--- src/rtl/multicycle_control_unit_if.sv ---
//------------------------------------------------------------------------------
// Module      : multicycle_control_unit_if
// Description : Decoder/datapath-side signal bundle of the multi-cycle control
//               unit. The master modport is the control unit itself; the slave
//               modport is the datapath that consumes the strobes.
// Revision    : 1.0 - initial release
//------------------------------------------------------------------------------
`default_nettype none

interface multicycle_control_unit_if;
    logic [2:0]  opcode;
    logic        zero;
    logic        mem_ready;
    logic        ir_write;
    logic        pc_write;
    logic        pc_src;
    logic        reg_write;
    logic        mem_read;
    logic        mem_write;
    logic        alu_src_b;
    logic [1:0]  alu_op;
    logic        wb_sel;
    logic [1:0]  trap;
    logic [2:0]  state;
    logic [31:0] retired;

    modport master (
        input  opcode, zero, mem_ready,
        output ir_write, pc_write, pc_src, reg_write, mem_read, mem_write,
               alu_src_b, alu_op, wb_sel, trap, state, retired
    );

    modport slave (
        output opcode, zero, mem_ready,
        input  ir_write, pc_write, pc_src, reg_write, mem_read, mem_write,
               alu_src_b, alu_op, wb_sel, trap, state, retired
    );
endinterface

`default_nettype wire

--- src/rtl/multicycle_control_unit.sv ---
//------------------------------------------------------------------------------
// Module      : multicycle_control_unit
// Description : Multi-cycle control FSM (fetch/decode/exec/mem/wb/branch) with
//               sticky trap on illegal opcode or data-memory timeout.
//               Optional macro PERF_CNT_EN enables the retired-instruction
//               counter; otherwise retired reads 0.
// Revision    : 1.0 - initial release
//------------------------------------------------------------------------------
`default_nettype none

module multicycle_control_unit #(
    parameter int MEM_WAIT_MAX = 15
) (
    input  wire logic                 clk,
    input  wire logic                 reset,
    multicycle_control_unit_if.master bus
);

    localparam int c_CNT_W = (MEM_WAIT_MAX > 0) ? $clog2(MEM_WAIT_MAX + 1) : 1;
    localparam logic [c_CNT_W-1:0] c_WAIT_MAX = c_CNT_W'(MEM_WAIT_MAX);

    localparam logic [2:0] c_OP_LOAD  = 3'b000;
    localparam logic [2:0] c_OP_STORE = 3'b001;
    localparam logic [2:0] c_OP_ADD   = 3'b010;
    localparam logic [2:0] c_OP_SUB   = 3'b011;
    localparam logic [2:0] c_OP_AND   = 3'b100;
    localparam logic [2:0] c_OP_OR    = 3'b101;
    localparam logic [2:0] c_OP_BEQ   = 3'b110;
    localparam logic [2:0] c_OP_ILL   = 3'b111;

    typedef enum logic [2:0] {
        S_FETCH  = 3'd0,
        S_DECODE = 3'd1,
        S_EXEC   = 3'd2,
        S_MEM    = 3'd3,
        S_WB     = 3'd4,
        S_BRANCH = 3'd5,
        S_TRAP   = 3'd7
    } state_t;

    state_t             r_state;
    logic [2:0]         r_op_q;
    logic [c_CNT_W-1:0] r_wait_cnt;
    logic [1:0]         r_trap;

    logic       w_ir_write;
    logic       w_pc_write;
    logic       w_pc_src;
    logic       w_reg_write;
    logic       w_mem_read;
    logic       w_mem_write;
    logic       w_alu_src_b;
    logic [1:0] w_alu_op;
    logic       w_wb_sel;

    wire logic w_is_mem_op = (r_op_q == c_OP_LOAD) || (r_op_q == c_OP_STORE);

    // State sequencing, opcode capture, MEM wait counting and trap code.
    always_ff @(posedge clk or posedge reset) begin
        if (reset) begin
            r_state    <= S_FETCH;
            r_op_q     <= 3'b000;
            r_wait_cnt <= '0;
            r_trap     <= 2'b00;
        end else begin
            case (r_state)
                S_FETCH: r_state <= S_DECODE;
                S_DECODE: begin
                    r_op_q <= bus.opcode;
                    if (bus.opcode == c_OP_ILL) begin
                        r_state <= S_TRAP;
                        r_trap  <= 2'b01;
                    end else if (bus.opcode == c_OP_BEQ) begin
                        r_state <= S_BRANCH;
                    end else begin
                        r_state <= S_EXEC;
                    end
                end
                S_EXEC: begin
                    if (w_is_mem_op) begin
                        r_state    <= S_MEM;
                        r_wait_cnt <= '0;
                    end else begin
                        r_state <= S_WB;
                    end
                end
                S_MEM: begin
                    // Completion takes priority over a timeout in the same cycle.
                    if (bus.mem_ready) begin
                        r_state <= (r_op_q == c_OP_LOAD) ? S_WB : S_FETCH;
                    end else if ((MEM_WAIT_MAX > 0) && (r_wait_cnt == c_WAIT_MAX)) begin
                        r_state <= S_TRAP;
                        r_trap  <= 2'b10;
                    end else begin
                        r_wait_cnt <= r_wait_cnt + c_CNT_W'(1);
                    end
                end
                S_WB:     r_state <= S_FETCH;
                S_BRANCH: r_state <= S_FETCH;
                S_TRAP:   r_state <= S_TRAP;
                default:  r_state <= S_FETCH;
            endcase
        end
    end

    // Strobe decode from state and latched opcode; reset gates every strobe.
    always_comb begin
        w_ir_write  = 1'b0;
        w_pc_write  = 1'b0;
        w_pc_src    = 1'b0;
        w_reg_write = 1'b0;
        w_mem_read  = 1'b0;
        w_mem_write = 1'b0;
        w_alu_src_b = 1'b0;
        w_alu_op    = 2'b00;
        w_wb_sel    = 1'b0;
        if (!reset) begin
            case (r_state)
                S_FETCH: w_ir_write = 1'b1;
                S_EXEC: begin
                    case (r_op_q)
                        c_OP_LOAD, c_OP_STORE: begin
                            w_alu_src_b = 1'b1;
                            w_alu_op    = 2'b00;
                        end
                        c_OP_ADD: w_alu_op = 2'b00;
                        c_OP_SUB: w_alu_op = 2'b01;
                        c_OP_AND: w_alu_op = 2'b10;
                        c_OP_OR:  w_alu_op = 2'b11;
                        default:  w_alu_op = 2'b00;
                    endcase
                end
                S_MEM: begin
                    w_mem_read  = (r_op_q == c_OP_LOAD);
                    w_mem_write = (r_op_q == c_OP_STORE);
                    // A store retires straight out of MEM, so PC advances here.
                    w_pc_write  = (r_op_q == c_OP_STORE) && bus.mem_ready;
                end
                S_WB: begin
                    w_reg_write = 1'b1;
                    w_wb_sel    = (r_op_q == c_OP_LOAD);
                    w_pc_write  = 1'b1;
                end
                S_BRANCH: begin
                    w_alu_op   = 2'b01;
                    w_pc_write = 1'b1;
                    w_pc_src   = bus.zero;
                end
                default: ;
            endcase
        end
    end

    assign bus.ir_write  = w_ir_write;
    assign bus.pc_write  = w_pc_write;
    assign bus.pc_src    = w_pc_src;
    assign bus.reg_write = w_reg_write;
    assign bus.mem_read  = w_mem_read;
    assign bus.mem_write = w_mem_write;
    assign bus.alu_src_b = w_alu_src_b;
    assign bus.alu_op    = w_alu_op;
    assign bus.wb_sel    = w_wb_sel;
    assign bus.trap      = r_trap;
    assign bus.state     = r_state;

`ifdef PERF_CNT_EN
    logic [31:0] r_retired;

    // Count every PC update; wraps naturally at 32 bits.
    always_ff @(posedge clk or posedge reset) begin
        if (reset) begin
            r_retired <= 32'd0;
        end else if (w_pc_write) begin
            r_retired <= r_retired + 32'd1;
        end
    end

    assign bus.retired = r_retired;
`else
    assign bus.retired = 32'd0;
`endif

endmodule

`default_nettype wire

--- src/flat_wrapper.sv ---
// flat-port wrapper written by rule: the top's interface ports become plain ports
module multicycle_control_unit_flat 
#(
    parameter int MEM_WAIT_MAX = 15
)
  (clk, reset, bus_opcode, bus_zero, bus_mem_ready, bus_ir_write, bus_pc_write, bus_pc_src, bus_reg_write, bus_mem_read, bus_mem_write, bus_alu_src_b, bus_alu_op, bus_wb_sel, bus_trap, bus_state, bus_retired);
  multicycle_control_unit_if bus_i ();
  input  wire logic clk;
  input  wire logic reset;
  input wire logic [$bits(bus_i.opcode)-1:0] bus_opcode;
  input wire logic [$bits(bus_i.zero)-1:0] bus_zero;
  input wire logic [$bits(bus_i.mem_ready)-1:0] bus_mem_ready;
  output wire logic [$bits(bus_i.ir_write)-1:0] bus_ir_write;
  output wire logic [$bits(bus_i.pc_write)-1:0] bus_pc_write;
  output wire logic [$bits(bus_i.pc_src)-1:0] bus_pc_src;
  output wire logic [$bits(bus_i.reg_write)-1:0] bus_reg_write;
  output wire logic [$bits(bus_i.mem_read)-1:0] bus_mem_read;
  output wire logic [$bits(bus_i.mem_write)-1:0] bus_mem_write;
  output wire logic [$bits(bus_i.alu_src_b)-1:0] bus_alu_src_b;
  output wire logic [$bits(bus_i.alu_op)-1:0] bus_alu_op;
  output wire logic [$bits(bus_i.wb_sel)-1:0] bus_wb_sel;
  output wire logic [$bits(bus_i.trap)-1:0] bus_trap;
  output wire logic [$bits(bus_i.state)-1:0] bus_state;
  output wire logic [$bits(bus_i.retired)-1:0] bus_retired;
  assign bus_i.opcode = bus_opcode;
  assign bus_i.zero = bus_zero;
  assign bus_i.mem_ready = bus_mem_ready;
  assign bus_ir_write = bus_i.ir_write;
  assign bus_pc_write = bus_i.pc_write;
  assign bus_pc_src = bus_i.pc_src;
  assign bus_reg_write = bus_i.reg_write;
  assign bus_mem_read = bus_i.mem_read;
  assign bus_mem_write = bus_i.mem_write;
  assign bus_alu_src_b = bus_i.alu_src_b;
  assign bus_alu_op = bus_i.alu_op;
  assign bus_wb_sel = bus_i.wb_sel;
  assign bus_trap = bus_i.trap;
  assign bus_state = bus_i.state;
  assign bus_retired = bus_i.retired;
  multicycle_control_unit #(.MEM_WAIT_MAX(MEM_WAIT_MAX)) u_core (.clk(clk), .reset(reset), .bus(bus_i));
endmodule
--- config.mk ---
export PLATFORM = sky130hd
export DESIGN_NAME = multicycle_control_unit_flat
export DESIGN_NICKNAME = d
export VERILOG_FILES = /design/src/rtl/multicycle_control_unit_if.sv /design/src/rtl/multicycle_control_unit.sv /design/src/flat_wrapper.sv
export SDC_FILE = /design/constraint.sdc
export NUM_CORES = 1
export LEC_CHECK = 0
export ABC_AREA = 0
export CAP_MARGIN = 15
export CORE_MARGIN = 4
export CORE_UTILIZATION = 43
export DETAILED_ROUTE_END_ITERATION = 16
export PLACE_DENSITY = 0.83
export SYNTH_ARGS = -nofsm -noshare
export SYNTH_HDL_FRONTEND = slang
export SYNTH_SLANG_ARGS = --single-unit
--- constraint.sdc ---
create_clock -name clk -period 4.6 [get_ports clk]
set_clock_uncertainty 0.2 [all_clocks]
set_input_delay 0.46 -clock clk [delete_from_list [all_inputs] [get_ports clk]]
set_output_delay 0.46 -clock clk [all_outputs]
set_load 0.03 [all_outputs]
# [After elaboration in Yosys (flattened, before gate mapping)]
# Cells that the tools add are included.
[totals] out_inout_bits=47 ff_bits=12 wordCells=69 in_bits=7
[classes] n_reduce_logical=10 eq_ne=19 add_sub_neg=1 mux=35
[ops] operator="equality test 3 bit (second input constant)" n=7
[ops] operator="2-to-1 mux 3 bit" n=6
[ops] operator="2-to-1 mux 1 bit" n=16
[ops] operator="one-hot mux 3 bit (5 select lines)" n=1
[ops] operator="2-to-1 mux 4 bit" n=3
[ops] operator="equality test 3 x 2 -> 1 bit (second input constant)" n=3
[ops] operator="2-to-1 mux 2 bit" n=4
[ops] operator="one-hot mux 2 bit (2 select lines)" n=2
[ops] operator="one-hot mux 4 bit (2 select lines)" n=1
[ops] operator="AND reduction 4 bit" n=2
[ops] operator="equality test 3 x 1 -> 1 bit (second input constant)" n=2
[ops] operator="zero test 3 bit" n=2
[ops] operator="!= test 2 x 1 -> 1 bit (second input constant)" n=3
[ops] operator="one-hot mux 2 bit (3 select lines)" n=1
[ops] operator="adder 4 x 1 -> 4 bit (second input constant)" n=1
[ops] operator="equality test 4 bit (second input constant)" n=1
[ops] operator="!= test 2 bit (second input constant)" n=2
[ops] operator="nonzero test 2 bit" n=2
[ops] operator="OR reduction 2 bit" n=2
[ops] operator="!= test 3 x 2 -> 1 bit (second input constant)" n=1
[ops] operator="one-hot mux 1 bit (2 select lines)" n=1
[ops] operator="logical AND 1 bit" n=1
[ops] operator="logical OR 1 bit" n=1

# [Depth between registers and ports, before layout]
[depth] ltp_word=5 mapped_depth=5 mapped_depth_nobuf=4

# [Worst setup path before layout]
# No wires, ideal clock.
[synth_path] path_type="reg2out" start="register u_core.r_state[0], in the netlist u_core.bus.state[0]" end="output bus_wb_sel" t_arrival_ps=2105 path_buffers=1 setup_slack_ps=1835 required_ps=3940 stages_incl_launch_ff=5 path_cell_list="dfrtp_1 > buf_2 > or2_2 > nor3_1 > and2_1"
[synth_via] elab_chain_cells=3
[synth_rtl] element="start, declared" line_no="multicycle_control_unit.sv:41" text="state_t r_state;"
[synth_rtl] element="start signal, assigned" line_no="multicycle_control_unit.sv:90" text="r_state <= (r_op_q == c_OP_LOAD) ? S_WB : S_FETCH;"
[synth_rtl] element="equality test 3 bit" line_no="multicycle_control_unit.sv:118" text="case (r_state)"
[synth_rtl] element="2-to-1 mux 1 bit" line_no="multicycle_control_unit.sv:118"
[synth_rtl] element="2-to-1 mux 1 bit" line_no="multicycle_control_unit.sv:117" text="if (!reset) begin"
[synth_rtl] element="end, declared" line_no="flat_wrapper.sv:21" text="output wire logic [$bits(bus_i.wb_sel)-1:0] bus_wb_sel;"
# No other way between the ends.

# [Worst setup path in the final report]
[layout_path] start="register u_core.r_state[1], in the netlist u_core.bus.state[1]" end="output bus_pc_write"
[layout_via] elab_chain_cells=4 elab_cells_between_ends=6 classes_between="eq/ne (3); mux (2); reduce/logical (1)"
[layout_rtl] element="equality test 3 bit" line_no="multicycle_control_unit.sv:118"
[layout_rtl] element="OR reduction 2 bit (no line)"
[layout_rtl] element="one-hot mux 1 bit (2 select lines) (*)" line_no="multicycle_control_unit.sv:118"
[layout_rtl] element="2-to-1 mux 1 bit (*)" line_no="multicycle_control_unit.sv:117"
[layout_rtl] element="end, declared" line_no="flat_wrapper.sv:14" text="output wire logic [$bits(bus_i.pc_write)-1:0] bus_pc_write;"
# Every way passes the cells marked *; elsewhere a longest branch is shown, timed or not.

==> flow_summary.toml <==
[run_status]
status = "complete, no violations"

[route]
num_vias = 931
firstDrtPassIters = 5
antenna_left = 0
drt-initial-drc-count = 18
vias_per_cell = 5.48
finalWirelength_mm = 2.39
wire_per_inst_microns = 14.1
drc = 0

[clock_tree]
hold_buffers = 0
path_clk_slew_ns = 0.08
post_cts_buffers = 0
cts_repair_resize_count = 0
cts_root_buf = "clkbuf_4"
cts_buffer_depth = 2
cts_buffers = 3
cts_tree = "done"
h-tree-depth = 1
clock_latency_ns = 0.27
clkSinkCount = 12

[critical_path]
cp.buffers_inverters = 1
worstSetupPathType = "register to output pin"
crit_path_start_kind = "register"
worst_path_max_delay_cell = "clkdlybuf4s50_1"
cp.arrival_ns = 2.47
cp_top_family = "simple AND/OR/NAND/NOR gates"
critPathCaptureType = "output pin"
critPathMaxFanout = 16
crit_required_ns = 3.94
slowest_delay_ns = 0.66
path_cells = "or4b_4, nor4_2, o21a_1, clkdlybuf4s50_1"

[timing]
finalSetupTns_ns = 0
tightest_slew_ns = 0.561
setup_viol = 0
slew_headroom = 0.626
fin_ws_ns = 1.47
hold_violations = 0
drv_slew = 0
rsz0062_at_grt = "no"
timing.final.crit_share = 0.679
fmax_mhz = 320
min_period_ns = 3.13

[finish]
antenna_cells = 0
syn2layout_area_growth_pct = 9.46
drive_gt1_frac = 0.0704
postLayoutCellArea_sq_um = 1190
seq_area_sq_um = 300
n_fill_cell = 244
multi_input_area_sq_um = 593
fin_nets = 152
final_cells = 170
fin_util = 0.517

[placed_design]
portBuffers = 21
dpl.hpwl_mm = 1.81
place.gp.congestion = 0.816
place_worst_setup_slack_ns = 1.61
place_inst = 167
placed_cell_area_sq_um = 1160

[power]
internal-power_w = 0.000323
leakagePower_nw = 0.528
powerDensity_nw_per_um2 = 558
power_switching_w = 0.000339
p_seq_frac = 0.372
peakVddDrop_uv = 278
combPwrFrac = 0.530
clkPwrFrac = 0.098
swShare = 0.512

[grt]
grt_overflow = 0
grt_pass1_vias = 769
antenna_found_initial = 0
track_usage = 0.137
grt_first_pass_wirelength_mm = 3.55
grt_max_degree = 22

[floorplan]
die_w_microns = 58.2
ioPinCount = 54
die_area_sq_um = 3390
die_h_microns = 58.2
core_area_sq_um = 2300
placementRows = 17
initial_utilization = 0.472

[yosys]
syn_inst = 125
synth_compound_area_frac = 0.146
synth-xor-area-share = 0.00807
synthAdderAreaFrac = 0.0115
synth_top_flop_cell = "dfrtp_1"
syn_area_per_cell_sq_um = 8.68
synthMuxAreaShare = 0.0208
synth-async-reset-ratio = 1.00
yosysTopAreaCell = "dfrtp_1"
synth-edff-count = 0
synth.area.top_cells = "dfrtp_1, buf_4, nor4_1, inv_1, a211o_1"
ys_types = 43
yosys.area_share.simple = 0.249
ys.warnings.count = 0
synth_area_sq_um = 1080
synth_top_cell_area_share = 0.277
ys_seq_area_frac = 0.277
synth-seq-cells = 12
synth_top_family_by_area = "buffers and inverters"

[run]
maxCapViolations = 0

[min_path]
hp-class = "register to register"
==> power by group through the flow <==
stage	clock [W]	sequential [W]	combinational [W]
floorplan	0	0.000206	0.000322
global placement	0	0.000239	0.000337
detailed placement	0	0.000244	0.000351
CTS	0.0000663	0.000242	0.000352
global route	0.0000717	0.000255	0.000380
finish	0.0000648	0.000247	0.000351
==> worst reg2reg max path, delay by kind of cell (launching register included) <==
family / cells / cell delay [ns]
and+or+nand+nor: 1 / 0.46
DFF: 1 / 0.70
muxes: 1 / 0.38
==> cell usage in the layout, fill, tap and decap left out, drive strengths merged, types with 2 or more instances in the layout <==
| cell | n |
|---|---|
| clkdlybuf4s50 | 21 |
| and3 | 2 |
| mux2 | 2 |
| a311oi | 2 |
| clkbuf | 3 |
| nor2 | 2 |
| nand2b | 2 |
| conb | 32 |
| nand4 | 3 |
| a211o | 3 |
| a21oi | 5 |
| nor4bb | 2 |
| dfrtp | 12 |
| and2 | 2 |
| nor3 | 4 |
| inv | 7 |
| o21ai | 5 |
| nor4b | 2 |
| nor4 | 6 |
| nand2 | 5 |
==> layout make-up <==
| class | count | area share |
|---|---|---|
| multi-input cells | 99 | 0.499 |
| flip-flops and latches | 12 | 0.253 |
| repair buffers | 21 | 0.177 |
| well taps | 28 | 0.0295 |
| inverters | 7 | 0.0221 |
| clock buffers | 3 | 0.0190 |
==> cell usage after synthesis (2+ instances only) <==
cell and n:
a211o_1 3, a21oi_1 5, a311oi_1 2, and2_1 2
and3_1 2, buf_2 3, buf_4 32, buf_6 2
dfrtp_1 12, inv_1 7, mux2_2 2, nand2_1 5
nand2b_1 2, nand4_1 3, nor2_1 2, nor3_1 4
nor4_1 5, nor4b_1 2, nor4bb_1 2, o21ai_0 5
==> registers in the layout, summed over array words and instances (netlist names) <==
name and cells:
u_core.r_wait_cnt 4, u_core.bus.state 3, u_core.r_op_q 3, u_core.bus.trap 2
==> worst paths after layout <==
check,startpoint,to,slack (ns),cells after the start
max,u_core.bus.state[1]$_DFFE_PP0P_,bus_pc_write,1.47,4
min,u_core.bus.trap[1]$_DFFE_PP0P_,u_core.bus.trap[1]$_DFFE_PP0P_,0.32,1
max reg2reg,u_core.bus.state[0]$_DFFE_PP0P_,u_core.r_op_q[1]$_DFFE_PP0N_,2.75,2
min reg2reg,u_core.bus.trap[1]$_DFFE_PP0P_,u_core.bus.trap[1]$_DFFE_PP0P_,0.32,1
max in group asynchronous,reset,u_core.r_op_q[2]$_DFFE_PP0N_,3.41,2
min in group asynchronous,reset,u_core.r_wait_cnt[2]$_DFFE_PP0P_,0.44,2
==> through the flow <==
stage / power, W / hold slack, ns
detailed placement: 0.000595 / 0.296
global route: 0.000707 / 0.350
global placement: 0.000576 / 0.270
finish: 0.000663 / 0.316
floorplan: 0.000527 / 0.138
CTS: 0.000661 / 0.318
==> routing by layer <==
layer	wire length, microns	up-vias	global-route usage
met5	0	-	0
met1	974	442	0.187
met4	0	0	0.0497
met3	288	0	0.0356
li1	-	426	-
met2	1130	63	0.208
==> logic make-up (layout without fill, tap and decap cells) <==
logic type | after synthesis | in the layout
xor gates and xnor gates | 1 | 1
other | 1 | 32
and+or+nand+nor | 40 | 40
muxes | 2 | 2
AOI/OAI and AO/OA | 23 | 23
DFF | 12 | 12
buffers and inverters | 45 | 31
adders and majority gates | 1 | 1
Note: power is estimated with default switching activity, not from simulation.
==> RTL edit, RTL diff (config.mk and constraints unchanged) <==
Build with the macro `PERF_CNT_EN` defined.
--- a/src/rtl/multicycle_control_unit.sv
+++ b/src/rtl/multicycle_control_unit.sv
@@ -8,4 +8,6 @@
 //------------------------------------------------------------------------------
 `default_nettype none
+
+`define PERF_CNT_EN
 
 module multicycle_control_unit #(
Check against the original RTL: not equivalent (a bounded check fails within 4 cycles, from zero or initial values and one cycle with reset high).
==> RTL edit against the unedited design <==
Sequential share of layout area grew 12 points; total power grew 90%; area after synthesis grew 110%; register-to-register slack lost 1200 ps; design area grew to 2.5 times the old value; critical endpoint unchanged; sequential cell count grew 32; worst hold slack lost 33 ps; critical path depth is the same; first-iteration DRC count grew to 4.0 times the old value; critical path type is now input pin to output pin; wire length grew 100%; setup slack lost 310 ps.
==> RTL edit: results <==
group,metric,value,unit
power,power_leakage,1.252,nW
sta,slew_headroom,0.6348,
power,irDropWorstVdd,431.5,uV
clocking,clkLatencyLatePin,300,ps
placed_design,dpl-instance-area,2880,um2
status,status,"finished, final reports clean",
worst_setup_path,regToRegStartpoint,"u_core.r_op_q[1]",
clocking,cts_buffers,5,
clocking,cts-root-buf,"clkbuf_8",
synth,synth.avg_cell_area,10.14,um2
placed_design,portBuffers,53,
worst_setup_path,max_stage_delay,770,ps
global_routing,grt_pass1_vias,1802,
worst_setup_path,worstPathArrival,2780,ps
routing,drtIter0Drc,72,
final_layout,drive_above_1_share,0.07500,
routing,via_per_inst,5.283,
final_layout,nNetsFinal,288,
worst_setup_path,reg2reg_depth,5,
worst_setup_path,reg2reg_slack,1590,ps
clocking,htree_levels,2,
synth,synth_common_cells,"44 x dfrtp_1, 25 x nand2_1, 19 x nand3_1, 19 x xnor2_1, 16 x nor2_1",
placed_design,dp_cells,342,
routing,post_drt_wl_per_cell,13.64,um
placed_design,gp_congestion,0.8290,
hold_path,min_from,"u_core.bus.retired[31]",
routing,dr.pass1.iters,4,
routing,wirelength,4774,um
global_routing,grt_max_degree,45,
global_routing,grt_pass1_wl,8245,um
synth,synthTopCellsByArea,"dfrtp_1 48%, xnor2_1 7.3%, xor2_1 5.4%, nand3_1 4.2%, nand2_1 4.1%",
worst_setup_path,r2r-end,"u_core.bus.retired[30]",
synth,seq_area_frac_synth,0.4806,
hold_path,hold_end,"u_core.bus.retired[31]",
global_routing,track_usage,0.1625,
power,intPower,789.5,uW
final_layout,largest_reg_flops,32,
placed_design,hpwl,3588,um
[RTL edit: cell types whose count changed after synthesis, moves of 4 or more]
cell      before  now
nand3_1        1   19
xnor2_1        0   19
mux2_1         0    4
clkbuf_1       1    5
nor3_1         4   13
nor4_2         1    5
a21oi_1        5    1
and3_1         2    7
xor2_1         1   14
nor2_1         2   16
nand2_1        5   25
dfrtp_1       12   44
buf_4         32    1
[RTL edit: worst max path at each step]
stage,startpoint,to,slack (ps),depth (start not counted)
after floorplan,u_core.r_op_q[1],u_core.bus.retired[30],1760,6
after global placement,reset,u_core.bus.retired[30],1120,6
after detailed placement,reset,u_core.bus.retired[30],1080,6
after CTS,reset,bus_pc_write,1140,4
after global routing,reset,bus_pc_write,1070,4
final,reset,bus_pc_write,1160,4
[RTL edit: final cells by class]
class / count / area, um2
fillers: 465 / 2148
inverters: 6 / 22.52
repair buffers: 54 / 538.0
well taps: 70 / 87.58
flip-flops and latches: 44 / 1101
clock inverters: 3 / 42.54
multi-input cells: 168 / 1131
clock buffers: 5 / 68.82
[RTL edit: cell families after synthesis]
kind of cell               Yosys count  share of synthesized area
and+or+nand+nor                    112                     0.2769
DFF                                 44                     0.4806
xor gates and xnor gates            34                     0.1333
AOI/OAI and AO/OA                   15                    0.04861
buffers and inverters               14                    0.02567
muxes                                5                    0.02403
adders and majority gates            2                    0.01092
[RTL edit: per-stage QoR]
stage          worst slack, ps  hold slack [ps]
2_1_floorplan             1761            264.9
3_3_place_gp              1120            264.6
3_5_place_dp              1079            269.3
4_1_cts                   1141            286.6
5_1_grt                   1069            300.1
6_report                  1163            282.9
[RTL edit: critical path: cells and delay by family]
kind	cells	cell delay [ps]
compound gates	1	470
buf+inv	2	1290
simple gates	1	550
[RTL edit: power by group through the flow]
stage | Sequential [mW] | Combinational [mW] | Clock [mW]
2_1_floorplan | 0.584 | 0.249 | 0
3_3_place_gp | 0.564 | 0.404 | 0
3_5_place_dp | 0.567 | 0.413 | 0
4_1_cts | 0.561 | 0.414 | 0.295
5_1_grt | 0.579 | 0.445 | 0.312
6_report | 0.563 | 0.408 | 0.287
[RTL edit: metal layers]
metal / up-vias / part of all wire / GRT usage
met4: 0 / 0.019 / 0.07770
met1: 901 / 0.46 / 0.2076
li1: 905 / - / -
met3: 7 / 0.034 / 0.02772
met2: 36 / 0.48 / 0.2668
met5: - / 0 / 0
